==> src/rtl/seg_scan_if.sv <==
`default_nettype none
// ============================================================================
// Module      : seg_scan_if
// Description : Host-side bus of the 8-digit 7-segment scan controller.
//               Carries the scan enable, the shadow-buffer write port, the
//               commit handshake and the digit/segment drive outputs.
// Revision    : 1.0 - initial release
// ============================================================================
interface seg_scan_if;

  // Scan control and shadow-buffer write port (host -> controller)
  logic       en;
  logic       wr_en;
  logic [2:0] wr_addr;
  logic [4:0] wr_bcd;
  logic       wr_dp;
  logic       commit;

  // Handshake and display drive (controller -> host / board)
  logic       commit_ack;
  logic       frame_start;
  logic [7:0] digit;
  logic [7:0] seg_data;

  // Host side: drives control and writes, observes status and drive lines
  modport master (
    output en,
    output wr_en,
    output wr_addr,
    output wr_bcd,
    output wr_dp,
    output commit,
    input  commit_ack,
    input  frame_start,
    input  digit,
    input  seg_data
  );

  // Controller side
  modport slave (
    input  en,
    input  wr_en,
    input  wr_addr,
    input  wr_bcd,
    input  wr_dp,
    input  commit,
    output commit_ack,
    output frame_start,
    output digit,
    output seg_data
  );

endinterface : seg_scan_if
`default_nettype wire

==> src/rtl/seg_scan_ctrl.sv <==
`default_nettype none
// ============================================================================
// Module      : seg_scan_ctrl
// Description : Multiplexed 8-digit 7-segment display controller with a
//               double-buffered frame. The host fills a shadow buffer; a
//               commit copies it into the displayed buffer only at a frame
//               boundary so a frame is never shown half-updated. Each digit
//               slot lasts CLK_DIV cycles and opens with BLANK_CYC cycles of
//               all-off drive to suppress ghosting between digits.
// Revision    : 1.0 - initial release
// ============================================================================
module seg_scan_ctrl #(
  parameter int unsigned CLK_DIV   = 500,  // clk cycles per digit slot (>= BLANK_CYC+1)
  parameter int unsigned BLANK_CYC = 16    // all-off cycles at the start of each slot
) (
  input  logic       clk,
  input  logic       reset,
  seg_scan_if.slave  bus
);

  // --------------------------------------------------------------------------
  // Constants
  // --------------------------------------------------------------------------
  localparam int unsigned CNT_W       = (CLK_DIV > 1) ? $clog2(CLK_DIV) : 1;
  localparam logic [CNT_W-1:0] C_CNT_MAX  = CNT_W'(CLK_DIV - 1);
  localparam logic [CNT_W-1:0] C_CNT_ZERO = '0;
  localparam logic [2:0]       C_SLOT_LAST = 3'd7;
  // Buffer entry is {bcd[4:0], dp}; reset value is a blank digit, dp off
  localparam logic [5:0]       C_ENTRY_RST = {5'h1F, 1'b0};

  // --------------------------------------------------------------------------
  // BCD to {a,b,c,d,e,f,g}; values above 9 render as a blank digit
  // --------------------------------------------------------------------------
  function automatic logic [6:0] seg_lut(input logic [4:0] bcd);
    logic [6:0] s;
    case (bcd)
      5'd0:    s = 7'b1111110;
      5'd1:    s = 7'b0110000;
      5'd2:    s = 7'b1101101;
      5'd3:    s = 7'b1111001;
      5'd4:    s = 7'b0110011;
      5'd5:    s = 7'b1011011;
      5'd6:    s = 7'b0011111;
      5'd7:    s = 7'b1110000;
      5'd8:    s = 7'b1111111;
      5'd9:    s = 7'b1110011;
      default: s = 7'b0000000;
    endcase
    return s;
  endfunction

  // --------------------------------------------------------------------------
  // State
  // --------------------------------------------------------------------------
  logic [5:0]       shadow_q [8];
  logic [5:0]       active_q [8];

  logic [CNT_W-1:0] cnt_q,  cnt_d;
  logic [2:0]       slot_q, slot_d;
  logic             pending_q, pending_d;
  logic             swapped_q;      // swap happened on the previous edge

  logic [7:0]       digit_q, digit_d;
  logic [7:0]       seg_q,   seg_d;
  logic             ack_q;
  logic             fs_q,    fs_d;

  // --------------------------------------------------------------------------
  // Decodes of the current scan position
  // --------------------------------------------------------------------------
  logic       w_blank;
  logic       w_last_cyc;
  logic       w_swap;
  logic [5:0] w_entry;

  // Anti-ghosting window: first BLANK_CYC cycles of every slot
  assign w_blank    = (32'(cnt_q) < BLANK_CYC);
  // Final cycle of the final slot: the edge closing it is the frame boundary
  assign w_last_cyc = (slot_q == C_SLOT_LAST) && (cnt_q == C_CNT_MAX);
  // The swap needs an outstanding commit and an actively scanning display
  assign w_swap     = bus.en && w_last_cyc && pending_q;
  assign w_entry    = active_q[slot_q];

  // Slot timer and digit index; both held at zero while scanning is disabled
  always_comb begin
    cnt_d  = cnt_q;
    slot_d = slot_q;
    if (!bus.en) begin
      cnt_d  = C_CNT_ZERO;
      slot_d = 3'd0;
    end else if (cnt_q == C_CNT_MAX) begin
      cnt_d  = C_CNT_ZERO;
      slot_d = slot_q + 3'd1;
    end else begin
      cnt_d  = cnt_q + CNT_W'(1);
    end
  end

  // Commit bookkeeping: a commit arriving on the swap edge itself re-arms the
  // request for the following frame instead of being lost in the swap
  always_comb begin
    pending_d = pending_q | bus.commit;
    if (w_swap) begin
      pending_d = bus.commit;
    end
  end

  // Next drive values, computed from the position and buffer of this cycle
  always_comb begin
    digit_d = 8'h00;
    seg_d   = 8'h00;
    fs_d    = bus.en && (cnt_q == C_CNT_ZERO) && (slot_q == 3'd0);
    if (bus.en && !w_blank) begin
      digit_d = 8'h80 >> slot_q;
      seg_d   = {seg_lut(w_entry[5:1]), w_entry[0]};
    end
  end

  // Shadow buffer: host writes land here only, never directly on the display
  always_ff @(posedge clk) begin
    if (reset) begin
      for (int i = 0; i < 8; i++) begin
        shadow_q[i] <= C_ENTRY_RST;
      end
    end else if (bus.wr_en) begin
      shadow_q[bus.wr_addr] <= {bus.wr_bcd, bus.wr_dp};
    end
  end

  // Displayed buffer: whole-frame copy from shadow at the frame boundary.
  // A write in the same cycle is not part of the copy (old shadow is sampled).
  always_ff @(posedge clk) begin
    if (reset) begin
      for (int i = 0; i < 8; i++) begin
        active_q[i] <= C_ENTRY_RST;
      end
    end else if (w_swap) begin
      for (int i = 0; i < 8; i++) begin
        active_q[i] <= shadow_q[i];
      end
    end
  end

  // Scan position and commit request registers
  always_ff @(posedge clk) begin
    if (reset) begin
      cnt_q     <= C_CNT_ZERO;
      slot_q    <= 3'd0;
      pending_q <= 1'b0;
      swapped_q <= 1'b0;
    end else begin
      cnt_q     <= cnt_d;
      slot_q    <= slot_d;
      pending_q <= pending_d;
      swapped_q <= w_swap;
    end
  end

  // Registered outputs. The ack is delayed one stage behind the swap so it
  // lands in the same cycle as the frame_start of the newly displayed frame.
  always_ff @(posedge clk) begin
    if (reset) begin
      digit_q <= 8'h00;
      seg_q   <= 8'h00;
      fs_q    <= 1'b0;
      ack_q   <= 1'b0;
    end else begin
      digit_q <= digit_d;
      seg_q   <= seg_d;
      fs_q    <= fs_d;
      ack_q   <= swapped_q;
    end
  end

  assign bus.digit       = digit_q;
  assign bus.seg_data    = seg_q;
  assign bus.frame_start = fs_q;
  assign bus.commit_ack  = ack_q;

endmodule : seg_scan_ctrl
`default_nettype wire

==> src/flat_wrapper.sv <==
// flat-port wrapper written by rule: the top's interface ports become plain ports
module seg_scan_ctrl_flat 
#(
  parameter int unsigned CLK_DIV   = 500,                                               
  parameter int unsigned BLANK_CYC = 16                                               
)
  (clk, reset, bus_en, bus_wr_en, bus_wr_addr, bus_wr_bcd, bus_wr_dp, bus_commit, bus_commit_ack, bus_frame_start, bus_digit, bus_seg_data);
  seg_scan_if bus_i ();
  input  logic clk;
  input  logic reset;
  input wire logic [$bits(bus_i.en)-1:0] bus_en;
  input wire logic [$bits(bus_i.wr_en)-1:0] bus_wr_en;
  input wire logic [$bits(bus_i.wr_addr)-1:0] bus_wr_addr;
  input wire logic [$bits(bus_i.wr_bcd)-1:0] bus_wr_bcd;
  input wire logic [$bits(bus_i.wr_dp)-1:0] bus_wr_dp;
  input wire logic [$bits(bus_i.commit)-1:0] bus_commit;
  output wire logic [$bits(bus_i.commit_ack)-1:0] bus_commit_ack;
  output wire logic [$bits(bus_i.frame_start)-1:0] bus_frame_start;
  output wire logic [$bits(bus_i.digit)-1:0] bus_digit;
  output wire logic [$bits(bus_i.seg_data)-1:0] bus_seg_data;
  assign bus_i.en = bus_en;
  assign bus_i.wr_en = bus_wr_en;
  assign bus_i.wr_addr = bus_wr_addr;
  assign bus_i.wr_bcd = bus_wr_bcd;
  assign bus_i.wr_dp = bus_wr_dp;
  assign bus_i.commit = bus_commit;
  assign bus_commit_ack = bus_i.commit_ack;
  assign bus_frame_start = bus_i.frame_start;
  assign bus_digit = bus_i.digit;
  assign bus_seg_data = bus_i.seg_data;
  seg_scan_ctrl #(.CLK_DIV(CLK_DIV), .BLANK_CYC(BLANK_CYC)) u_core (.clk(clk), .reset(reset), .bus(bus_i));
endmodule
==> config.mk <==
export PLATFORM = sky130hd
export DESIGN_NAME = seg_scan_ctrl_flat
export DESIGN_NICKNAME = d
export VERILOG_FILES = /design/src/rtl/seg_scan_if.sv /design/src/rtl/seg_scan_ctrl.sv /design/src/flat_wrapper.sv
export SDC_FILE = /design/constraint.sdc
export NUM_CORES = 1
export LEC_CHECK = 0
export BUFFER_PORTS_ARGS = -buffer_cell sky130_fd_sc_hd__buf_4
export CORE_UTILIZATION = 45
export DETAILED_ROUTE_END_ITERATION = 6
export PLACE_DENSITY = 0.69
export SETUP_SLACK_MARGIN = 0.2
export SLEW_MARGIN = 20
export SYNTH_ARGS = -nofsm -noshare
export SYNTH_HDL_FRONTEND = slang
export SYNTH_SLANG_ARGS = --single-unit
==> constraint.sdc <==
create_clock -name clk -period 10.14 [get_ports clk]
set_input_delay 2.028 -clock clk [delete_from_list [all_inputs] [get_ports clk]]
set_output_delay 2.028 -clock clk [all_outputs]
set_load 0.02 [all_outputs]
==> flow_summary.ini <==
[outcome]
status = finished with violations
failed_checks = design-rule violations

[sta]
final.setup.tns_ns = 0
drv_slew = 0
fmax_mhz = 297
hold_slack_ns = 0.459
rsz0062_at_grt = false
setup_viol = 0
worst_pin_slew_ns = 1.01
period_minus_slack_ns = 3.37
finalHoldViolCount = 0
setup_slack_ns = 6.77
fin_crit_sh_pct = 33.2
maxSlewHeadroom_pct = 31.9
clock-skew-final_ns = 0.0115

[worst_setup_path]
path_max_fanout = 32
critPathArrivalTime_ns = 3.48
r2r-start = u_core.cnt_q[5]$_SDFF_PP0_
required_ns = 10.25
startpoint = reset
end_kind = flop
start_kind = input pin
reg2reg_slack_ns = 7.42
worstSetupPathType = in -> reg

[logic_synthesis]
synth-edff-count = 96
ys_seq_area_share_pct = 66.2
synth_most_common_cell = edfxtp_1
synth_nets = 407
synth.area.top_cells = edfxtp_1, dfxtp_1, nand2b_1
synth_top_cell_area_share_pct = 53.2
ys_top_cells_by_count = edfxtp_1, nand2b_1, dfxtp_1, or2_2, nor2_1
synth_flop_cell = edfxtp_1
synthDistinctLibCells = 39
synth_top_area_cell = edfxtp_1
syn_area_per_cell_um2 = 14.2
syn-instance-count = 381
synth_seq_cells = 131
netlist_area_um2 = 5420
yosys_warnings = 0
async_flop_share_pct = 0

[floorplan]
dieArea_um2 = 12500
num_rows = 39
die_h_um = 112
coreArea_um2 = 11600
dieWidth_um = 112
start_util_pct = 46.8
io_pins = 32

[global_routing]
antenna_found_initial = 0
grt_busiest_layer = met2
grt_max_degree = 49
use_met1_pct = 20.5
gr-usage-met3_pct = 4.52
grt_pass1_wl_um = 14800
overflow = 0
met2_usage_pct = 25.8
grt_pass1_vias = 2869
track_usage_pct = 16.1

[power]
p_comb_share_pct = 3.5
ir_drop_uv = 141
power_switching_uw = 264
p_sw_share_pct = 20.8
intPower_uw = 1010
leakagePower_uw = 0.00226
seqPwrFrac_pct = 47.6
pwr_density_cell_nw_per_um2 = 198
power_frac_clock_pct = 48.9

[place]
gp_congestion = 0.743
portBuffers = 31
dp_slack_ns = 6.32
dpl_cell_area_um2 = 5790
hpwl_um = 6190

[detailed_routing]
ant_nets = 0
firstDrtPassIters = 6
via_per_inst = 4.97
wl_per_cell_um = 15.9
drt_iter0_markers = 226
wl_um = 9210
vias = 2874
drc = 4

[clock_tree]
ctsResizeCount = 0
cts.sinks = 131
htree_levels = 4
cts_root_buf = clkbuf_16
ctsHoldBuffers = 0
clockBufferDepth = 2
cts_tree = built
cts_setup_buffers = 0
clk_latency_ns = 0.42
numCtsBuffers = 17
cts.clk_slew.worst_paths_ns = 0.06

[job]
cap_violations = 0

[layout]
syn2layout_area_growth_pct = 18.3
drive_gt1_share_pct = 24.1
final_area_um2 = 6410
fin_nets = 448
num_antenna_cells = 0

[min_path]
worstHoldStart = u_core.swapped_q$_SDFF_PP0_
hold_class = reg -> reg
==> through the flow <==
stage / util [%] / total power (uW) / cells
2_1_floorplan: - / 641 / 381
3_3_place_gp: 50.0 / 659 / 545
3_5_place_dp: 50.0 / 661 / 545
4_1_cts: 55.3 / 1280 / 577
5_1_grt: 55.4 / 1310 / 578
6_report: 55.4 / 1270 / 578
==> area by class of cell <==
class | instances | area [um^2]
repair buffers | 33 | 251
fillers | 923 | 5160
inverters | 12 | 45.0
multi-input cells | 227 | 1740
clock inverters | 13 | 175
well taps | 143 | 179
clock buffers | 19 | 433
flip-flops and latches | 131 | 3580
==> sequential cells by signal, indices dropped and copies added (netlist names), named ones only <==
name / cells
u_core.active_q: 48
u_core.shadow_q: 48
u_core.cnt_q: 9
u_core.bus.digit: 8
u_core.bus.seg_data: 8
u_core.slot_q: 3
u_core.bus.commit_ack: 1
u_core.bus.frame_start: 1
u_core.pending_q: 1
u_core.swapped_q: 1
==> kinds of logic after synthesis <==
kind of cell	count (synthesis)	share of synthesized area, %
AND/OR/NAND/NOR	166	18.1
flip-flops	131	66.2
multiplexers	25	7.72
buffers and inverters	23	1.92
AO/OA/AOI/OAI	15	1.87
adder cells (fa/ha/maj)	12	2.77
XOR/XNOR	9	1.46
==> power by group through the flow <==
stage / combinational (uW) / sequential (uW) / clock (uW)
finish: 43.9 / 605 / 622
global route: 48.2 / 608 / 654
CTS: 44.7 / 606 / 629
detailed placement: 44.2 / 617 / 0
global placement: 43.2 / 616 / 0
floorplan: 28.5 / 613 / 0
==> path summary, 6_finish.rpt <==
check,to,cells after the start
max,u_core.shadow_q[3][5]$_SDFFCE_PN1P_,4
min,u_core.bus.commit_ack$_SDFF_PP0_,1
max reg2reg,u_core.active_q[3][2]$_SDFFCE_PN1P_,5
min reg2reg,u_core.bus.commit_ack$_SDFF_PP0_,1
==> critical path, stage by stage <==
cell      delay (ns)
buf_4           0.21
nand2b_1        0.34
nor3_1          0.58
or2_2           0.32
==> cell usage in the layout (no fill, tap or decap), types with 6 or more instances in the layout <==
cell,n
and2_1,12
and3_1,8
buf_4,32
clkbuf_16,17
dfxtp_1,35
edfxtp_1,96
ha_1,12
inv_1,12
mux2i_1,10
mux4_2,12
nand2_1,10
nand2b_1,54
nand3_1,6
nor2_1,18
or2_2,25
or2b_1,6
xnor2_1,8
==> routing by layer <==
metal | vias up | wire (um)
met4 | 0 | 85
met1 | 1365 | 4250
met2 | 60 | 4510
li1 | 1443 | -
met5 | - | 0
met3 | 6 | 355
Power figures use the tool's default switching activity.
